[src/rtl/sram_row_ctrl.sv]
// -----------------------------------------------------------------------------
// sram_row_ctrl
//   Initiator-side controller for the frame SRAM. Serialises three request
//   streams onto the single SRAM port, one operation at a time:
//     - indexed row-cache reads for the window buffer (highest priority),
//     - window-buffer result writes into the output array,
//     - SDRAM words ping-pong filled into two row-cache regions.
//   Every SRAM-facing output and every ack/valid pulse is registered.
//
// Ports
//   clk, n_rst                 clock, asynchronous active-low reset
//   sd_valid/sd_data/sd_ack    SDRAM buffer word stream into the row caches
//   row_full[1:0]              row r completely filled
//   row_release[1:0]           one-cycle pulse clears row_full[r]
//   rd_req/rd_row/rd_idx       window-buffer read request
//   rd_ack/rd_valid/rd_data    read accept pulse, result pulse, held result
//   wb_valid/wb_data/wb_ack    window-buffer result stream into output array
//   sram_*                     SRAM address, mode, data mux select, strobe,
//                              write data buses and read return
//   err                        sticky: SRAM read return not valid in CAPTURE
// -----------------------------------------------------------------------------
module sram_row_ctrl #(
  parameter int unsigned ROW_LEN   = 640,
  parameter int unsigned OUT_LEN   = 307200,
  parameter logic [25:0] ROW0_BASE = 26'd0,
  parameter logic [25:0] ROW1_BASE = 26'd4096,
  parameter logic [25:0] OUT_BASE  = 26'd8192
) (
  input  logic        clk,
  input  logic        n_rst,
  input  logic        sd_valid,
  input  logic [31:0] sd_data,
  output logic        sd_ack,
  output logic [1:0]  row_full,
  input  logic [1:0]  row_release,
  input  logic        rd_req,
  input  logic        rd_row,
  input  logic [12:0] rd_idx,
  output logic        rd_ack,
  output logic        rd_valid,
  output logic [31:0] rd_data,
  input  logic        wb_valid,
  input  logic [31:0] wb_data,
  output logic        wb_ack,
  output logic [25:0] sram_address,
  output logic        sram_mode,
  output logic        sram_addr_calc_mode,
  output logic        sram_enable,
  output logic [31:0] sram_sd_data,
  output logic [31:0] sram_wb_data,
  input  logic [31:0] sram_out_data,
  input  logic        sram_read_valid,
  output logic        err
);

  localparam int FILL_W = (ROW_LEN > 1) ? $clog2(ROW_LEN) : 1;
  localparam int OUT_W  = (OUT_LEN > 1) ? $clog2(OUT_LEN) : 1;
  localparam logic [FILL_W-1:0] FILL_LAST = FILL_W'(ROW_LEN - 1);
  localparam logic [OUT_W-1:0]  OUT_LAST  = OUT_W'(OUT_LEN - 1);

  typedef enum logic [1:0] {IDLE, READ, CAPTURE, WRITE} state_t;

  state_t              state, state_nxt;
  logic [FILL_W-1:0]   fill_cnt, fill_cnt_nxt;
  logic [OUT_W-1:0]    out_cnt, out_cnt_nxt;
  logic                fill_row, fill_row_nxt;
  logic [1:0]          row_set;
  logic [1:0]          row_full_nxt;
  logic                err_nxt;
  logic [31:0]         rd_data_nxt;
  logic                rd_valid_nxt, rd_ack_nxt, wb_ack_nxt, sd_ack_nxt;
  logic [25:0]         sram_address_nxt;
  logic                sram_mode_nxt, sram_addr_calc_mode_nxt, sram_enable_nxt;
  logic [31:0]         sram_sd_data_nxt, sram_wb_data_nxt;

  always_comb begin
    // NOTE: every signal assigned here gets a default first, so no path can
    // leave it unassigned and infer a latch.
    state_nxt               = state;
    fill_cnt_nxt            = fill_cnt;
    out_cnt_nxt             = out_cnt;
    fill_row_nxt            = fill_row;
    row_set                 = 2'b00;
    err_nxt                 = err;
    rd_data_nxt             = rd_data;
    rd_valid_nxt            = 1'b0;
    rd_ack_nxt              = 1'b0;
    wb_ack_nxt              = 1'b0;
    sd_ack_nxt              = 1'b0;
    sram_address_nxt        = sram_address;
    sram_mode_nxt           = sram_mode;
    sram_addr_calc_mode_nxt = sram_addr_calc_mode;
    sram_enable_nxt         = 1'b0;
    sram_sd_data_nxt        = sram_sd_data;
    sram_wb_data_nxt        = sram_wb_data;

    unique case (state)
      IDLE: begin
        if (rd_req) begin
          state_nxt        = READ;
          sram_enable_nxt  = 1'b1;
          sram_mode_nxt    = 1'b1;
          // Index is not range-checked against ROW_LEN; issued as computed.
          sram_address_nxt = (rd_row ? ROW1_BASE : ROW0_BASE) + 26'(rd_idx);
          rd_ack_nxt       = 1'b1;
        end else if (wb_valid) begin
          state_nxt               = WRITE;
          sram_enable_nxt         = 1'b1;
          sram_mode_nxt           = 1'b0;
          sram_addr_calc_mode_nxt = 1'b0;
          sram_wb_data_nxt        = wb_data;
          sram_address_nxt        = OUT_BASE + 26'(out_cnt);
          wb_ack_nxt              = 1'b1;
          out_cnt_nxt             = (out_cnt == OUT_LAST) ? '0 : out_cnt + 1'b1;
        end else if (sd_valid && !row_full[fill_row]) begin
          // A full target row stalls the fill until it is released.
          state_nxt               = WRITE;
          sram_enable_nxt         = 1'b1;
          sram_mode_nxt           = 1'b0;
          sram_addr_calc_mode_nxt = 1'b1;
          sram_sd_data_nxt        = sd_data;
          sram_address_nxt        = (fill_row ? ROW1_BASE : ROW0_BASE) + 26'(fill_cnt);
          sd_ack_nxt              = 1'b1;
          if (fill_cnt == FILL_LAST) begin
            fill_cnt_nxt      = '0;
            row_set[fill_row] = 1'b1;
            fill_row_nxt      = ~fill_row;
          end else begin
            fill_cnt_nxt = fill_cnt + 1'b1;
          end
        end
      end
      READ: begin
        // SRAM samples the read on this edge; data returns next cycle.
        state_nxt = CAPTURE;
      end
      CAPTURE: begin
        state_nxt    = IDLE;
        rd_data_nxt  = sram_out_data;
        rd_valid_nxt = 1'b1;
        if (!sram_read_valid) err_nxt = 1'b1;
      end
      WRITE: begin
        state_nxt = IDLE;
      end
      default: state_nxt = IDLE;
    endcase

    // A fill completing on the same edge as a release of that row wins.
    row_full_nxt = (row_full & ~row_release) | row_set;
  end

  // NOTE: sequential state uses non-blocking assignments only, so every
  // register sees the pre-edge values of the others.
  always_ff @(posedge clk or negedge n_rst) begin
    if (!n_rst) begin
      state               <= IDLE;
      fill_cnt            <= '0;
      out_cnt             <= '0;
      fill_row            <= 1'b0;
      row_full            <= 2'b00;
      err                 <= 1'b0;
      rd_data             <= '0;
      rd_valid            <= 1'b0;
      rd_ack              <= 1'b0;
      wb_ack              <= 1'b0;
      sd_ack              <= 1'b0;
      sram_address        <= '0;
      sram_mode           <= 1'b0;
      sram_addr_calc_mode <= 1'b0;
      sram_enable         <= 1'b0;
      sram_sd_data        <= '0;
      sram_wb_data        <= '0;
    end else begin
      state               <= state_nxt;
      fill_cnt            <= fill_cnt_nxt;
      out_cnt             <= out_cnt_nxt;
      fill_row            <= fill_row_nxt;
      row_full            <= row_full_nxt;
      err                 <= err_nxt;
      rd_data             <= rd_data_nxt;
      rd_valid            <= rd_valid_nxt;
      rd_ack              <= rd_ack_nxt;
      wb_ack              <= wb_ack_nxt;
      sd_ack              <= sd_ack_nxt;
      sram_address        <= sram_address_nxt;
      sram_mode           <= sram_mode_nxt;
      sram_addr_calc_mode <= sram_addr_calc_mode_nxt;
      sram_enable         <= sram_enable_nxt;
      sram_sd_data        <= sram_sd_data_nxt;
      sram_wb_data        <= sram_wb_data_nxt;
    end
  end

endmodule

[config.mk]
export PLATFORM = sky130hd
export DESIGN_NAME = sram_row_ctrl
export DESIGN_NICKNAME = d
export VERILOG_FILES = /design/src/rtl/sram_row_ctrl.sv
export SDC_FILE = /design/constraint.sdc
export NUM_CORES = 1
export LEC_CHECK = 0
export ABC_AREA = 1
export BUFFER_PORTS_ARGS = -buffer_cell sky130_fd_sc_hd__buf_4
export CORE_MARGIN = 3
export CORE_UTILIZATION = 35
export CTS_CLUSTER_SIZE = 24
export DETAILED_ROUTE_END_ITERATION = 7
export PLACE_DENSITY = 0.64
export SETUP_SLACK_MARGIN = 0.1
export SKIP_LAST_GASP = 1
export SLEW_MARGIN = 20
export SYNTH_ARGS = -nofsm -noshare
export SYNTH_HDL_FRONTEND = slang
export SYNTH_SLANG_ARGS = --single-unit
[constraint.sdc]
create_clock -name clk -period 2 [get_ports clk]
set_clock_uncertainty 0.15 [all_clocks]
set_input_delay 0.4 -clock clk [delete_from_list [all_inputs] [get_ports clk]]
set_output_delay 0.4 -clock clk [all_outputs]
set_load 0.1 [all_outputs]
Word-level counts from Yosys, hierarchy flattened
Cells that the tools add are included.
{"block": "totals", "reg_bits": 164, "in_bits": 118, "out_inout_bits": 132, "wordCells": 88}
{"block": "op_classes", "add_sub_neg": 5, "n_lt_le_gt_ge": 2, "eq_ne": 6, "mux": 38, "bitwise_logic": 7, "n_reduce_logical": 13}
{"operator": "$mux W26", "n": 3}
{"operator": "$mux W13", "n": 2}
{"operator": "$mux W1", "n": 21}
{"operator": "$add A14 B19 Y20 const A", "n": 1}
{"operator": "$add A19 B1 Y19 const B", "n": 1}
{"operator": "$eq A19 B19 Y1 const B", "n": 1}
{"operator": "$mux W19", "n": 1}
{"operator": "$mux W2", "n": 8}
{"operator": "$add A13 B10 Y14", "n": 1}
{"operator": "$add A13 B13 Y14", "n": 1}
{"operator": "$add A10 B1 Y10 const B", "n": 1}
{"operator": "$eq A10 B10 Y1 const B", "n": 1}
{"operator": "$mux W10", "n": 1}
{"operator": "$pmux W2 S3", "n": 1}
{"operator": "$reduce_and A3 Y1", "n": 2}
{"operator": "$reduce_and A5 Y1", "n": 1}
{"operator": "$eq A2 B2 Y1 const B", "n": 2}
{"operator": "$ne A4 B4 Y1 const B", "n": 1}
{"operator": "$not A1 Y1", "n": 4}
{"operator": "$reduce_and A2 Y1", "n": 2}
{"operator": "$reduce_and A4 Y1", "n": 1}
{"operator": "$reduce_bool A3 Y1", "n": 1}
{"operator": "$and A2 B2 Y2", "n": 1}
{"operator": "$eq A2 B1 Y1 const B", "n": 1}
{"operator": "10 further kinds", "n": 11}

Logic depth before layout (Yosys ltp)
{"block": "logic_depth", "ltp_word": 10, "mapped_depth": 10, "ltp_nobuf": 9}

Worst setup path after synthesis
OpenSTA, ideal clock, no wires.
{"block": "synth_path", "path_type": "flip-flop to flip-flop", "from": "reg row_full[1]", "to": "reg sram_address[19]", "setup_time_ns": 0.095, "t_arrival_ns": 1.808, "t_required_ns": 1.755, "setup_slack_ns": -0.053, "stages_incl_launch_ff": 8, "path_buffers": 1, "period_less_slack_ns": 2.053, "path_cell_list": "dfrtp_1 nand2_1 nand3_1 nand3_1 nand2_1 buf_2 nand2_1 o31ai_1"}
{"block": "synth_between", "elab_chain_len": 6}
{"item": "from (decl)", "line_no": "34", "source": "output logic [1:0] row_full,"}
{"item": "from (signal assigned)", "line_no": "179", "source": "row_full <= row_full_nxt;"}
{"item": "$mux W1 (implied by the code) (2 in series)", "line_no": "115", "source": "end else if (sd_valid && !row_full[fill_row]) begin"}
{"item": "$logic_not A1 Y1", "line_no": "115"}
{"item": "$logic_and A1 B1 Y1", "line_no": "115"}
{"item": "$reduce_bool A3 Y1 (no line)"}
{"item": "$reduce_and A2 Y1 (no line)"}
{"item": "to (signal assigned)", "line_no": "186", "source": "sram_address <= sram_address_nxt;"}
{"item": "to (decl)", "line_no": "45", "source": "output logic [25:0] sram_address,"}
Every way passes these cells. The select of a mux whose other input is x is not followed.
A chain may end at the register's enable or synchronous reset.

Worst setup path in the final report
{"block": "layout_path", "from": "reg fill_row", "to": "reg fill_cnt[4]"}
{"block": "layout_between", "elab_chain_len": 5}
{"item": "from (decl)", "line_no": "66", "source": "logic fill_row, fill_row_nxt;"}
{"item": "from (signal assigned)", "line_no": "178", "source": "fill_row <= fill_row_nxt;"}
{"item": "$mux W1 (implied by the code) (2 in series)", "line_no": "115"}
{"item": "$logic_not A1 Y1", "line_no": "115"}
{"item": "$logic_and A1 B1 Y1", "line_no": "115"}
{"item": "$reduce_and A4 Y1 (no line)"}
{"item": "to (signal assigned)", "line_no": "176", "source": "fill_cnt <= fill_cnt_nxt;"}
{"item": "to (decl)", "line_no": "64", "source": "logic [FILL_W-1:0] fill_cnt, fill_cnt_nxt;"}
Every way passes these cells. The select of a mux whose other input is x is not followed.

==> flow_metrics.py <==
metrics = {
    "placed_design": {
        "port_buffers": 243,
        "dp_hpwl_mm": 13.9,
        "place_congestion": 0.846,
    },
    "drt": {
        "drc": 0,
        "vias": 5919,
        "drtPass1Iterations": 4,
        "viasPerCell": 4.43,
        "finalWirelength_mm": 18.7,
        "antenna_left": 0,
        "wl_per_cell_um": 14.0,
        "drt_iter0_markers": 294,
    },
    "worst_hold_path": {
        "min_path_cells": 3,
        "hp-class": "input port to flop",
    },
    "yosys": {
        "synth_most_common_cell": "nand2_1",
        "synthMuxAreaShare_pct": 0,
        "synth_common_cells": "399 x nand2_1, 158 x dfrtp_1, 47 x inv_1",
        "synth_top_family_by_area": "simple AND/OR/NAND/NOR gates",
        "synth-seq-cells": 158,
        "synth-warning-count": 0,
        "synth_edf_count": 0,
        "synth-compound-area-share_pct": 5.06,
        "synthesis.area_um2": 6760,
        "syn_area_per_cell_um2": 8.35,
        "synth-xor-area-share_pct": 0.908,
        "ys.flop_type": "dfrtp_1",
        "ys_async_sr_fraction_pct": 100,
        "yosys-top-cells-area": "dfrtp_1 59%, nand2_1 22%, inv_1 2.6%",
        "synth_top_area_cell": "dfrtp_1",
        "synthSimpleGateAreaFrac_pct": 29.2,
        "synth_top_area_share_pct": 58.5,
        "synthesis.instances": 809,
        "synth_fa_ha_area_share_pct": 0.741,
        "yosysUniqueCellTypes": 31,
        "ys_seq_area_share_pct": 58.5,
    },
    "global_route": {
        "grt_max_degree": 46,
        "grt_pass1_wl_mm": 30.7,
        "grt_pass1_vias": 5961,
        "grt_overflow": 0,
        "antenna_found_initial": 0,
        "track_usage_pct": 18.0,
    },
    "clock_network": {
        "cts_setup_buffers": 0,
        "cts_max_level": 4,
        "numCtsBuffers": 17,
        "cts_num_sinks": 158,
        "cts.clk_slew.worst_paths_ps": 70,
        "cts_buffer_depth": 2,
        "clock_latency_ps": 420,
        "cts_tree": "done",
        "root_buffer": "clkbuf_16",
    },
    "worst_setup_path": {
        "crit_slowest_cell": "dfrtp_1",
        "crit_arrival_ps": 1880,
        "crit_fanout": 35,
        "cp_cell_sequence": "inv_1 > nand2_1 > nand3_1 > buf_4 > nor2_4 > inv_2 > buf_4 > nand2_1 > o21ai_0",
        "max_stage_delay_ps": 420,
        "start_kind": "flop",
        "reg2reg_depth": 9,
        "cp.required_ps": 2140,
        "cp_num_buf_inv": 4,
        "path_class": "flop to flop",
        "crit_family": "buffers and inverters",
        "critPathCaptureType": "flop",
        "worstSetupPathDepth": 9,
    },
    "floorplanning": {
        "fp-row-count": 50,
        "die_h_um": 145,
        "io-pin-count": 250,
        "coreArea_um2": 18800,
        "die-area_um2": 21000,
        "die_w_um": 145,
        "start_util_pct": 35.9,
    },
    "sta": {
        "post-route-min-period_ps": 1740,
        "timing.final.crit_share_pct": 86.9,
        "max_freq_mhz": 575,
        "fin_tns_setup_ps": 0,
        "rsz0062_at_grt": "false",
        "report.final.slew_viol_count": 0,
        "finalSetupViolCount": 0,
        "finalHoldViolations": 0,
    },
    "cells_and_area": {
        "n_antenna_cell": 0,
        "area_growth_pct": 41.3,
        "finalNetCount": 1187,
        "final_layout_size_suffix_gt1_share_pct": 29.5,
    },
    "run": {
        "maxCapViolations": 0,
    },
    "outcome": {
        "status": "finished clean",
    },
}
routing by layer:
layer	up-vias	GRT usage [%]	share of wire, %
met3	21	5.97	7.3
met4	0	5.61	1.7
met2	168	29.7	48
met5	-	0	0
met1	2723	22.4	43
li1	3007	-	-
stage by stage:
| step | worst slack (ps) | hold slack [ps] | instance area, µm² | cells | utilization [%] |
|---|---|---|---|---|---|
| after floorplan | 224 | -45.6 | 6780 | 814 | - |
| after global placement | 194 | 185 | 8940 | 1304 | 47.5 |
| after detailed placement | 148 | 184 | 8940 | 1304 | 47.5 |
| after CTS | 247 | 0.228 | 9540 | 1337 | 50.7 |
| after global routing | 122 | 11.9 | 9550 | 1337 | 50.7 |
| final | 262 | 15.7 | 9550 | 1337 | 50.7 |
layout by cell type, fill, tap and decap left out, types with 2 or more instances in the layout:
master,synthesis,layout
nand2_2,4,5
dlygate4sd3_1,0,2
dfrtp_2,0,2
nand3_1,27,27
bufinv_16,0,2
o21bai_1,2,2
nor3_1,5,5
ha_1,4,4
nor2_4,5,5
or2_2,2,2
inv_2,3,3
nand2_1,399,398
o21ai_0,34,34
inv_6,0,2
clkinv_4,0,4
nand4_1,6,6
a21oi_1,16,16
clkinv_2,0,4
o21ai_1,9,9
dfrtp_1,158,156
nand3b_1,2,2
buf_12,0,3
nor2_1,35,34
buf_4,7,260
conb_1,1,6
xor2_1,7,7
clkbuf_16,0,17
inv_1,47,47
nor2_2,3,4
cells by family after synthesis:
group | after synthesis
flops | 158
compound gates | 65
fa+ha+maj | 4
buf+inv | 84
simple gates | 490
other cells | 1
xor+xnor | 7
what timing repair did:
item,CTS,global route
hold endpoints to repair,30,0
endpoints found under the setup margin,0,5
gates resized for setup,0,1
hold buffers,2,0
registers in the layout, summed over array words and instances (netlist names), 2 cells and up:
name	flops
sram_sd_data	32
sram_wb_data	32
rd_data	32
state	2
row_full	2
out_cnt	19
sram_address	20
fill_cnt	10
area by class of cell:
type / count / area [µm²]
clock inverter: 13 / 140
fill: 1828 / 9280
clock buffer: 18 / 439
timing repair buffer: 266 / 2040
tap: 260 / 325
sequential: 158 / 3960
inverter: 50 / 188
multi-input combinational: 572 / 2450
worst min-delay path: stages:
cell and delay (ps):
buf_4 80, nand2_1 40, nand2_1 40
final timing paths:
check                                 start  slack (ps)               end
worst max-delay path               fill_row         260       fill_cnt[4]
worst min-delay path            wb_data[19]          20  sram_wb_data[19]
worst max register to register     fill_row         260       fill_cnt[4]
worst min register to register   rd_data[7]         320        rd_data[7]
max in group asynchronous             n_rst         830  sram_sd_data[13]
min in group asynchronous             n_rst         290  sram_sd_data[10]
Power is not shown: default switching activity piles up to over one toggle a cycle in this logic, so the estimate is an artifact.
